**src/rtl/charge_session_ctrl.sv**
```systemverilog
// charge_session_ctrl: coin-operated charger session controller.
// Accepts coin pulses up to 20 units, converts the paid amount into charge
// time (2 units per coin unit), counts it down on a one-second tick and holds
// a DONE indication before returning to IDLE.
// Optional feature macro: CHARGER_TIMEOUT_EN -- abandons an idle INSERT
// session after TIMEOUT_S seconds and pulses refund.
module charge_session_ctrl #(
  parameter int unsigned TICK_DIV    = 50_000_000,
  parameter int unsigned TIMEOUT_S   = 10,
  parameter int unsigned DONE_HOLD_S = 3
) (
  input  logic       clk,
  input  logic       rst_n,
  input  logic       coin_1,
  input  logic       coin_10,
  input  logic       start,
  input  logic       stop,
  output logic [4:0] all_money,
  output logic [5:0] remaining_time,
  output logic       charging,
  output logic       done,
  output logic       reject,
  output logic       refund
);

  localparam int unsigned PW      = (TICK_DIV > 1) ? $clog2(TICK_DIV) : 1;
  localparam int unsigned SEC_MAX = (TIMEOUT_S > DONE_HOLD_S) ? TIMEOUT_S : DONE_HOLD_S;
  localparam int unsigned SW      = (SEC_MAX > 1) ? $clog2(SEC_MAX) : 1;
  localparam logic [5:0]  MONEY_MAX = 6'd20;

  typedef enum logic [1:0] {
    S_IDLE,
    S_INSERT,
    S_CHARGE,
    S_DONE
  } state_e;

  state_e          state_q, state_d;
  logic [4:0]      money_q, money_d;
  logic [5:0]      time_q, time_d;
  logic [PW-1:0]   presc_q, presc_d;
  logic [SW-1:0]   sec_q, sec_d;
  logic            charging_q, charging_d;
  logic            done_q, done_d;
  logic            reject_q, reject_d;

  logic            tick;
  logic            coin_any;
  logic [3:0]      add;
  logic [5:0]      sum6;
  logic            fits;

  // Coin value and the widened running total used for the acceptance compare.
  always_comb begin
    coin_any = coin_1 | coin_10;
    add      = (coin_10 ? 4'd10 : 4'd0) + {3'b000, coin_1};
    sum6     = {1'b0, money_q} + {2'b00, add};
    fits     = (sum6 <= MONEY_MAX);
    tick     = (presc_q == PW'(TICK_DIV - 1));
  end

`ifdef CHARGER_TIMEOUT_EN
  logic refund_q, refund_d;
`endif

  // Session state machine: next state, money/time datapath and pulse outputs.
  always_comb begin
    state_d  = state_q;
    money_d  = money_q;
    time_d   = time_q;
    presc_d  = tick ? '0 : presc_q + PW'(1);
    sec_d    = sec_q;
    reject_d = 1'b0;
`ifdef CHARGER_TIMEOUT_EN
    refund_d = 1'b0;
`endif

    case (state_q)
      S_IDLE: begin
        money_d = '0;
        time_d  = '0;
        // From zero any single-cycle coin combination (max 11) fits.
        if (coin_any) begin
          state_d = S_INSERT;
          money_d = sum6[4:0];
          time_d  = sum6 + sum6;
        end
      end

      S_INSERT: begin
        if (coin_any && fits) begin
          money_d = sum6[4:0];
          time_d  = sum6 + sum6;
          presc_d = '0;
          sec_d   = '0;
        end else begin
          // A coin in the same cycle masks start, even when it is refused.
          if (coin_any) begin
            reject_d = 1'b1;
          end else if (start && (money_q != '0)) begin
            state_d = S_CHARGE;
          end
`ifdef CHARGER_TIMEOUT_EN
          if ((state_d == S_INSERT) && tick) begin
            if (sec_q == SW'(TIMEOUT_S - 1)) begin
              state_d  = S_IDLE;
              money_d  = '0;
              time_d   = '0;
              refund_d = 1'b1;
            end else begin
              sec_d = sec_q + SW'(1);
            end
          end
`endif
        end
      end

      S_CHARGE: begin
        if (coin_any) begin
          reject_d = 1'b1;
        end
        if (stop) begin
          state_d = S_DONE;
          money_d = '0;
          time_d  = '0;
        end else if (tick) begin
          if (time_q <= 6'd1) begin
            state_d = S_DONE;
            money_d = '0;
            time_d  = '0;
          end else begin
            time_d = time_q - 6'd1;
          end
        end
      end

      S_DONE: begin
        money_d = '0;
        time_d  = '0;
        if (coin_any) begin
          reject_d = 1'b1;
        end
        if (tick) begin
          if (sec_q == SW'(DONE_HOLD_S - 1)) begin
            state_d = S_IDLE;
          end else begin
            sec_d = sec_q + SW'(1);
          end
        end
      end

      default: begin
        state_d = S_IDLE;
        money_d = '0;
        time_d  = '0;
      end
    endcase

    // Every transition restarts both the prescaler and the seconds count.
    if (state_d != state_q) begin
      presc_d = '0;
      sec_d   = '0;
    end

    charging_d = (state_d == S_CHARGE);
    done_d     = (state_d == S_DONE);
  end

  // State, datapath and output registers.
  always_ff @(posedge clk or negedge rst_n) begin
    if (!rst_n) begin
      state_q    <= S_IDLE;
      money_q    <= '0;
      time_q     <= '0;
      presc_q    <= '0;
      sec_q      <= '0;
      charging_q <= 1'b0;
      done_q     <= 1'b0;
      reject_q   <= 1'b0;
    end else begin
      state_q    <= state_d;
      money_q    <= money_d;
      time_q     <= time_d;
      presc_q    <= presc_d;
      sec_q      <= sec_d;
      charging_q <= charging_d;
      done_q     <= done_d;
      reject_q   <= reject_d;
    end
  end

`ifdef CHARGER_TIMEOUT_EN
  // Refund pulse register for abandoned INSERT sessions.
  always_ff @(posedge clk or negedge rst_n) begin
    if (!rst_n) begin
      refund_q <= 1'b0;
    end else begin
      refund_q <= refund_d;
    end
  end

  assign refund = refund_q;
`else
  assign refund = 1'b0;
`endif

  assign all_money      = money_q;
  assign remaining_time = time_q;
  assign charging       = charging_q;
  assign done           = done_q;
  assign reject         = reject_q;

endmodule

```
**config.mk**
```make
export PLATFORM = sky130hd
export DESIGN_NAME = charge_session_ctrl
export DESIGN_NICKNAME = d
export VERILOG_FILES = /design/src/rtl/charge_session_ctrl.sv
export SDC_FILE = /design/constraint.sdc
export NUM_CORES = 1
export LEC_CHECK = 0
export ABC_CLOCK_PERIOD_IN_PS = 5900
export CAP_MARGIN = 20
export CORE_UTILIZATION = 55
export CTS_CLUSTER_DIAMETER = 30
export DETAILED_ROUTE_END_ITERATION = 6
export DONT_BUFFER_PORTS = 1
export GPL_TIMING_DRIVEN = 0
export PLACE_DENSITY = 0.73
export SYNTH_ARGS = -nofsm -noshare
export SYNTH_HDL_FRONTEND = slang
export SYNTH_SLANG_ARGS = --single-unit
```
**constraint.sdc**
```tcl
create_clock -name clk -period 5.9 [get_ports clk]
set_input_delay 1.18 -clock clk [delete_from_list [all_inputs] [get_ports clk]]
set_output_delay 1.18 -clock clk [all_outputs]
set_load 0.05 [all_outputs]
```
==> flow_summary.toml, run 1 <==
[outcome]
status = "finished clean"

[floorplanning]
rows = 25
coreArea_sq_mm = 0.00472
io_pins = 21
die_area_sq_mm = 0.00522
die_w_microns = 72.3
start_util_pct = 57.5
fp.dieH_microns = 72.3

[power_and_ir_drop]
cellLeakagePower_nw = 1.29
p_per_area_mw_per_mm2 = 239
peakVddDrop_v = 0.000116

[route]
firstDrtPassIters = 4
avgRoutedWirePerCell_microns = 15.0
ant_nets = 0
via_per_inst = 5.75
drtIter0Drc = 91
drc_errors = 0
routed_wl_microns = 5370
vias = 2066

[placed_design]
finalWeightedCongestion = 0.882
hpwlAfterDp_microns = 3950
io_buffer_count = 0

[clock_tree]
cts_hold_buf = 0
tritoncts = "yes"
cts_setup_buffers = 0
h-tree-depth = 2
clock_latency_ns = 0.31
tritoncts.num_buffers = 5
ctsResizeCount = 0
cts_root_buffer = "clkbuf_8"
cts_sinks = 46
ctsLongestPathBuffers = 2
cts.clk_slew.worst_paths_ns = 0.09

[timing]
fmax_mhz = 306
period_needed_ns = 3.27
finalCritPeriodShare_pct = 55.4
rsz0062_at_grt = "no"
relSlewSlack_pct = 55.4
final-setup-viol-count = 0
slew_violations = 0
finalSetupTns_ns = 0
fin_skew_ns = 0.00975
worstMarginPinSlew_ns = 0.669
hold_viol_final = 0

[synthesis]
ys_types = 60
synth_cells = 284
synth-edff-count = 0
syn_area_sq_mm = 0.00272
yosysWarnings = 0
synth-main-ff-cell = "dfrtp_1"
synth-seq-cells = 46
synthArstFlopShare_pct = 100
syn_nets = 299
postSynthAreaPerCell_sq_um = 9.56
seq_area_frac_synth_pct = 42.4

[finish]
drive_gt1_share_pct = 13.0
nets = 306
antenna_cells = 0
syn_to_final_growth_pct = 6.45
fin_util_pct = 61.2
layout_common_cells = "46 x nor2_1, 46 x dfrtp_1, 18 x nand2_1"

[setup_path]
critPathBufInv = 0
crit_slowest_cell = "fa_1"
cp.arrival_ns = 3.47
critical_path_required_ns = 6.10
critPathKind = "in2reg"
crit_path_max_incr_delay_ns = 0.46
path_cells = "ha_1 > fa_1 > xor2_1 > a222oi_1 > or2_1 > a21boi_2 > nand2b_4 > mux2_2"
critPathLaunchType = "input pin"
cp-end-kind = "register"
crit_family = "adder cells"
cp_max_fo = 9

[grt]
grt_pass1_wl_microns = 9180
antenna_found_initial = 0
track_usage_pct = 22.8
grt_pass1_vias = 2003
gr-total-overflow = 0
grt_max_degree = 47

[worst_hold_path]
hp-class = "reg2reg"

[run]
cap_violations = 0
-- flip-flops by register name, indices dropped and copies added (netlist names) --
register        count
remaining_time      6
charging            1
done                1
reject              1
state_q             2
all_money           5
sec_q               4
presc_q            26
-- layer usage --
layer / vias up / wire, microns / GRT usage (%)
met5: - / 0 / 0
met4: 0 / 70 / 7.19
met3: 7 / 189 / 5.00
met2: 33 / 2460 / 35.6
met1: 1005 / 2660 / 31.7
li1: 1021 / - / -
-- kinds of logic after synthesis --
logic type / after synthesis / share of synthesized area, %
other cells: 1 / 0.138
fa+ha+maj: 9 / 4.42
xor+xnor: 26 / 8.39
simple gates: 143 / 28.5
flops: 46 / 42.4
mux: 4 / 1.66
buf+inv: 12 / 2.77
compound gates: 43 / 11.7
-- final timing paths --
path	depth (start not counted)	slack [ns]	startpoint	to
setup / recovery	8	2.63	coin_1	all_money[0]$_DFFE_PN0P_
hold / removal	1	0.49	presc_q[0]$_DFF_PN0_	presc_q[0]$_DFF_PN0_
setup reg to reg	8	2.79	all_money[0]$_DFFE_PN0P_	remaining_time[0]$_DFFE_PN0P_
hold reg to reg	1	0.49	presc_q[0]$_DFF_PN0_	presc_q[0]$_DFF_PN0_
max in group asynchronous	0	5.26	rst_n	presc_q[2]$_DFF_PN0_
min in group asynchronous	0	0.56	rst_n	presc_q[8]$_DFF_PN0_
-- stage by stage --
step,power [mW],setup WS (ns),hold slack (ns),std cells,area (sq um)
4_1_cts,0.695,2.67,0.491,359,2890
2_1_floorplan,0.472,2.62,0.443,284,2720
5_1_grt,0.722,2.55,0.517,359,2890
3_3_place_gp,0.491,2.38,0.476,351,2800
3_5_place_dp,0.497,2.35,0.480,351,2800
6_report,0.690,2.63,0.490,359,2890
-- cell usage after synthesis (3+ instances only) --
| cell type | n | area, sq um |
|---|---|---|
| o21ai_0 | 8 | 40.0 |
| and3_2 | 3 | 22.5 |
| nand2_1 | 18 | 67.6 |
| mux2_2 | 4 | 45.0 |
| inv_1 | 5 | 18.8 |
| ha_1 | 8 | 100 |
| nand4_1 | 7 | 43.8 |
| nor2_1 | 46 | 173 |
| xnor2_1 | 10 | 87.6 |
| and2_1 | 6 | 37.5 |
| and3_1 | 11 | 68.8 |
| nor2b_1 | 3 | 18.8 |
| buf_6 | 3 | 33.8 |
| nand3_1 | 12 | 60.1 |
| nand2_2 | 3 | 18.8 |
| nor4_1 | 3 | 18.8 |
| dfrtp_1 | 46 | 1150 |
| xor2_1 | 16 | 140 |
| nor4b_1 | 4 | 35.0 |
| nor3_1 | 8 | 40.0 |
| a21oi_1 | 12 | 60.1 |
-- where the power goes --
part / internal (mW) / switching (mW) / total (mW)
clock network: 0.0946 / 0.104 / 0.199
logic: 0.0516 / 0.0492 / 0.101
registers: 0.350 / 0.0405 / 0.391
total: 0.496 / 0.194 / 0.690
-- layout make-up --
type / instances / area [sq um]
inverter: 5 / 18.8
buffer: 7 / 56.3
clock buffer: 7 / 86.3
tap: 67 / 83.8
clock inverter: 1 / 5.00
multi-input combinational: 226 / 1490
fill: 421 / 1830
sequential: 46 / 1150
(Power assumes the default switching activity.)
==> run 2: changes to the inputs <==
--- a/config.mk
+++ b/config.mk
@@ -5,14 +5,15 @@
 export SDC_FILE = /design/constraint.sdc
 export NUM_CORES = 1
 export LEC_CHECK = 0
-export ABC_CLOCK_PERIOD_IN_PS = 5900
+export ABC_AREA = 1
+export ABC_CLOCK_PERIOD_IN_PS = 2800
 export CAP_MARGIN = 20
 export CORE_UTILIZATION = 55
 export CTS_CLUSTER_DIAMETER = 30
 export DETAILED_ROUTE_END_ITERATION = 6
 export DONT_BUFFER_PORTS = 1
 export GPL_TIMING_DRIVEN = 0
-export PLACE_DENSITY = 0.73
+export PLACE_DENSITY = 0.76
 export SYNTH_ARGS = -nofsm -noshare
 export SYNTH_HDL_FRONTEND = slang
 export SYNTH_SLANG_ARGS = --single-unit
==> constraint.sdc (replaced) <==
create_clock -name clk -period 2.8 [get_ports clk]
set_input_delay 0.56 -clock clk [delete_from_list [all_inputs] [get_ports clk]]
set_output_delay 0.56 -clock clk [all_outputs]
set_load 0.05 [all_outputs]
==> run 2 against run 1 <==
First-iteration DRC count up 150%. Clock-buffer cell count down 1. Cell count up 48%. Area after synthesis up 23%. Sequential share of layout area down 7.2 points. Final area up 22%. Synthesized cell count up 59%. Combinational power rose to 10 times the previous value. Via count up 41%. Flip-flop and latch count unchanged. Critical endpoint is now presc_q[22]$_DFF_PN0_. Highest routed layer unchanged.
==> flow_summary.toml, run 2 <==
[route]
firstDrtPassIters = 5
routed_wl_microns = 7430
drc_errors = 0
avgRoutedWirePerCell_microns = 13.9
drtIter0Drc = 227
via_per_inst = 5.47
ant_nets = 0
vias = 2918

[floorplanning]
die_area_sq_mm = 0.00636
start_util_pct = 58.6
rows = 27
coreArea_sq_mm = 0.00568
die_w_microns = 79.8
io_pins = 21
fp.dieH_microns = 79.8

[clock_tree]
cts_root_buffer = "clkbuf_8"
ctsLongestPathBuffers = 2
clock_latency_ns = 0.31
cts_setup_buffers = 0
h-tree-depth = 2
cts_sinks = 46
tritoncts = "yes"
cts.clk_slew.worst_paths_ns = 0.09
tritoncts.num_buffers = 5

[grt]
gr-total-overflow = 0
track_usage_pct = 26.2
antenna_found_initial = 0
grt_pass1_wl_microns = 13000
grt_max_degree = 47
gr-usage-met3_pct = 3.77
grt_pass1_vias = 2773
met1_usage_pct = 36.6
grt_util_met2_pct = 42.5
top_usage_layer = "met2"

[setup_path]
critPathBufInv = 1
path_cells = "ha_1 > fa_1 > nand3_1 > nand2_1 > xor2_1 > a21boi_2 > nand2_2 > buf_2 > o21ai_0 > nor2_2"
reg2reg_depth = 10
crit_path_max_incr_delay_ns = 0.54
crit_family = "adder cells"
cp-end-kind = "register"
critical_path_required_ns = 2.99
critPathLaunchType = "register"
critPathKind = "reg2reg"
crit_slowest_cell = "dfrtp_2"
cp.arrival_ns = 2.68
cp_max_fo = 10
crit_cells = 10

[placed_design]
dp.cells = 524
hpwlAfterDp_microns = 5530
io_buffer_count = 0
finalWeightedCongestion = 1.00

[synthesis]
postSynthAreaPerCell_sq_um = 7.36
synth.most_common_cell = "nand2_1"
synth_top_area_share_pct = 34.6
yosysWarnings = 0
synth-seq-cells = 46
syn_area_sq_mm = 0.00333
synthArstFlopShare_pct = 100
synth-main-ff-cell = "dfrtp_1"
synth_cells = 452
seq_area_frac_synth_pct = 34.6
synth-edff-count = 0
synth_common_cells = "89 x nand2_1, 63 x nor2_1, 46 x dfrtp_1, 39 x inv_1, 32 x nor2_2"
yosysTopAreaCell = "dfrtp_1"
yosys-top-cells-area = "dfrtp_1 35%, nand2_1 10%, nor2_1 7.1%"
ys_types = 41
syn_nets = 467

[timing]
finalSetupTns_ns = 0
finalCritPeriodShare_pct = 89.0
slew_violations = 0
fin_skew_ns = 0.00826
fmax_mhz = 401
whs_ns = 0.0850
rsz0062_at_grt = "no"
relSlewSlack_pct = 56.9
final-setup-viol-count = 0
hold_viol_final = 0
worstMarginPinSlew_ns = 0.646
period_needed_ns = 2.49

[finish]
layout_commonest_cell = "nand2_1"
antenna_cells = 0
nets = 475
syn_to_final_growth_pct = 6.17
top_register = "presc_q"
layout_common_cells = "89 x nand2_1, 63 x nor2_1, 45 x dfrtp_1"
layout.cells.non_filler = 533
largest_reg_flops = 26
drive_gt1_share_pct = 18.4
fillerInstances = 531

[worst_hold_path]
hp-class = "in2async"

[outcome]
status = "finished clean"

[run]
cap_violations = 0

[power_and_ir_drop]
p_per_area_mw_per_mm2 = 721
cellLeakagePower_nw = 1.62
peakVddDrop_v = 0.000574
==> run 2: cell count changes in the layout (fill, tap and decap cells not counted), moves of 7 or more <==
| cell | previous run | this run |
|---|---|---|
| o21ai_0 | 8 | 20 |
| nor2_2 | 1 | 32 |
| nor2_1 | 46 | 63 |
| nand3_1 | 12 | 26 |
| inv_2 | 0 | 8 |
| nand2_1 | 18 | 89 |
| and3_1 | 11 | 0 |
| nand4_1 | 7 | 14 |
| nor3_1 | 8 | 18 |
| inv_1 | 5 | 39 |
| a21oi_1 | 12 | 5 |
==> run 2: logic make-up (layout without fill, tap and decap cells) <==
kind of cell | count (synthesis) | count (layout) | share of synthesized area [%]
flip-flops | 46 | 46 | 34.6
AND/OR/NAND/NOR | 271 | 271 | 40.5
adder cells (fa/ha/maj) | 9 | 9 | 3.61
other | 1 | 1 | 0.113
buffers and inverters | 60 | 69 | 7.75
AO/OA/AOI/OAI | 43 | 43 | 7.67
XOR/XNOR | 22 | 22 | 5.79
==> run 2: worst paths after layout <==
path	from	end	slack, ns
worst min register to register	presc_q[0]$_DFF_PN0_	presc_q[0]$_DFF_PN0_	0.61
min in group clk	stop	done$_DFF_PN0_	0.52
worst max-delay path	all_money[0]$_DFFE_PN0P_	presc_q[22]$_DFF_PN0_	0.31
worst max register to register	all_money[0]$_DFFE_PN0P_	presc_q[22]$_DFF_PN0_	0.31
worst min-delay path	rst_n	reject$_DFF_PN0_	0.09
max in group asynchronous	rst_n	all_money[0]$_DFFE_PN0P_	2.49
==> run 2: cell type report <==
| class | count | area [sq um] | share of cell area [%] |
|---|---|---|---|
| Buffer | 12 | 77.6 | 2.20 |
| Multi-Input combinational cell | 346 | 1920 | 54.3 |
| Inverter | 48 | 180 | 5.10 |
| Timing Repair Buffer | 1 | 27.5 | 0.779 |
| Tap cell | 72 | 90.1 | 2.55 |
| Clock buffer | 6 | 72.6 | 2.05 |
| Sequential cell | 46 | 1150 | 32.6 |
| Clock inverter | 2 | 13.8 | 0.390 |
==> run 2: power breakdown <==
group	internal [mW]	switching, mW	total [mW]	leakage (nW)
Sequential	0.757	0.332	1.09	0.621
Clock	0.177	0.234	0.410	0.0452
Combinational	0.361	0.687	1.05	0.953
==> run 2: through the flow <==
stage	area [sq um]	total power [mW]	worst slack, ns	util (%)
2_1_floorplan	3330	1.91	0.428	-
3_3_place_gp	3420	2.11	0.217	60.2
3_5_place_dp	3420	2.13	0.212	60.2
4_1_cts	3530	2.56	0.183	62.2
5_1_grt	3530	2.75	0.0684	62.2
6_report	3530	2.55	0.308	62.2
==> run 2: timing repair <==
item / in CTS / in global routing
gates resized for setup: 0 / 1
hold buffers: 1 / 0
hold endpoints to repair: 46 / 0
endpoints found under the setup margin: 0 / 15
==> run 2: routing by layer <==
layer | vias up | wire [microns]
met5 | - | 0
met1 | 1370 | 3630
li1 | 1459 | -
met3 | 14 | 353
met4 | 0 | 92
met2 | 75 | 3350
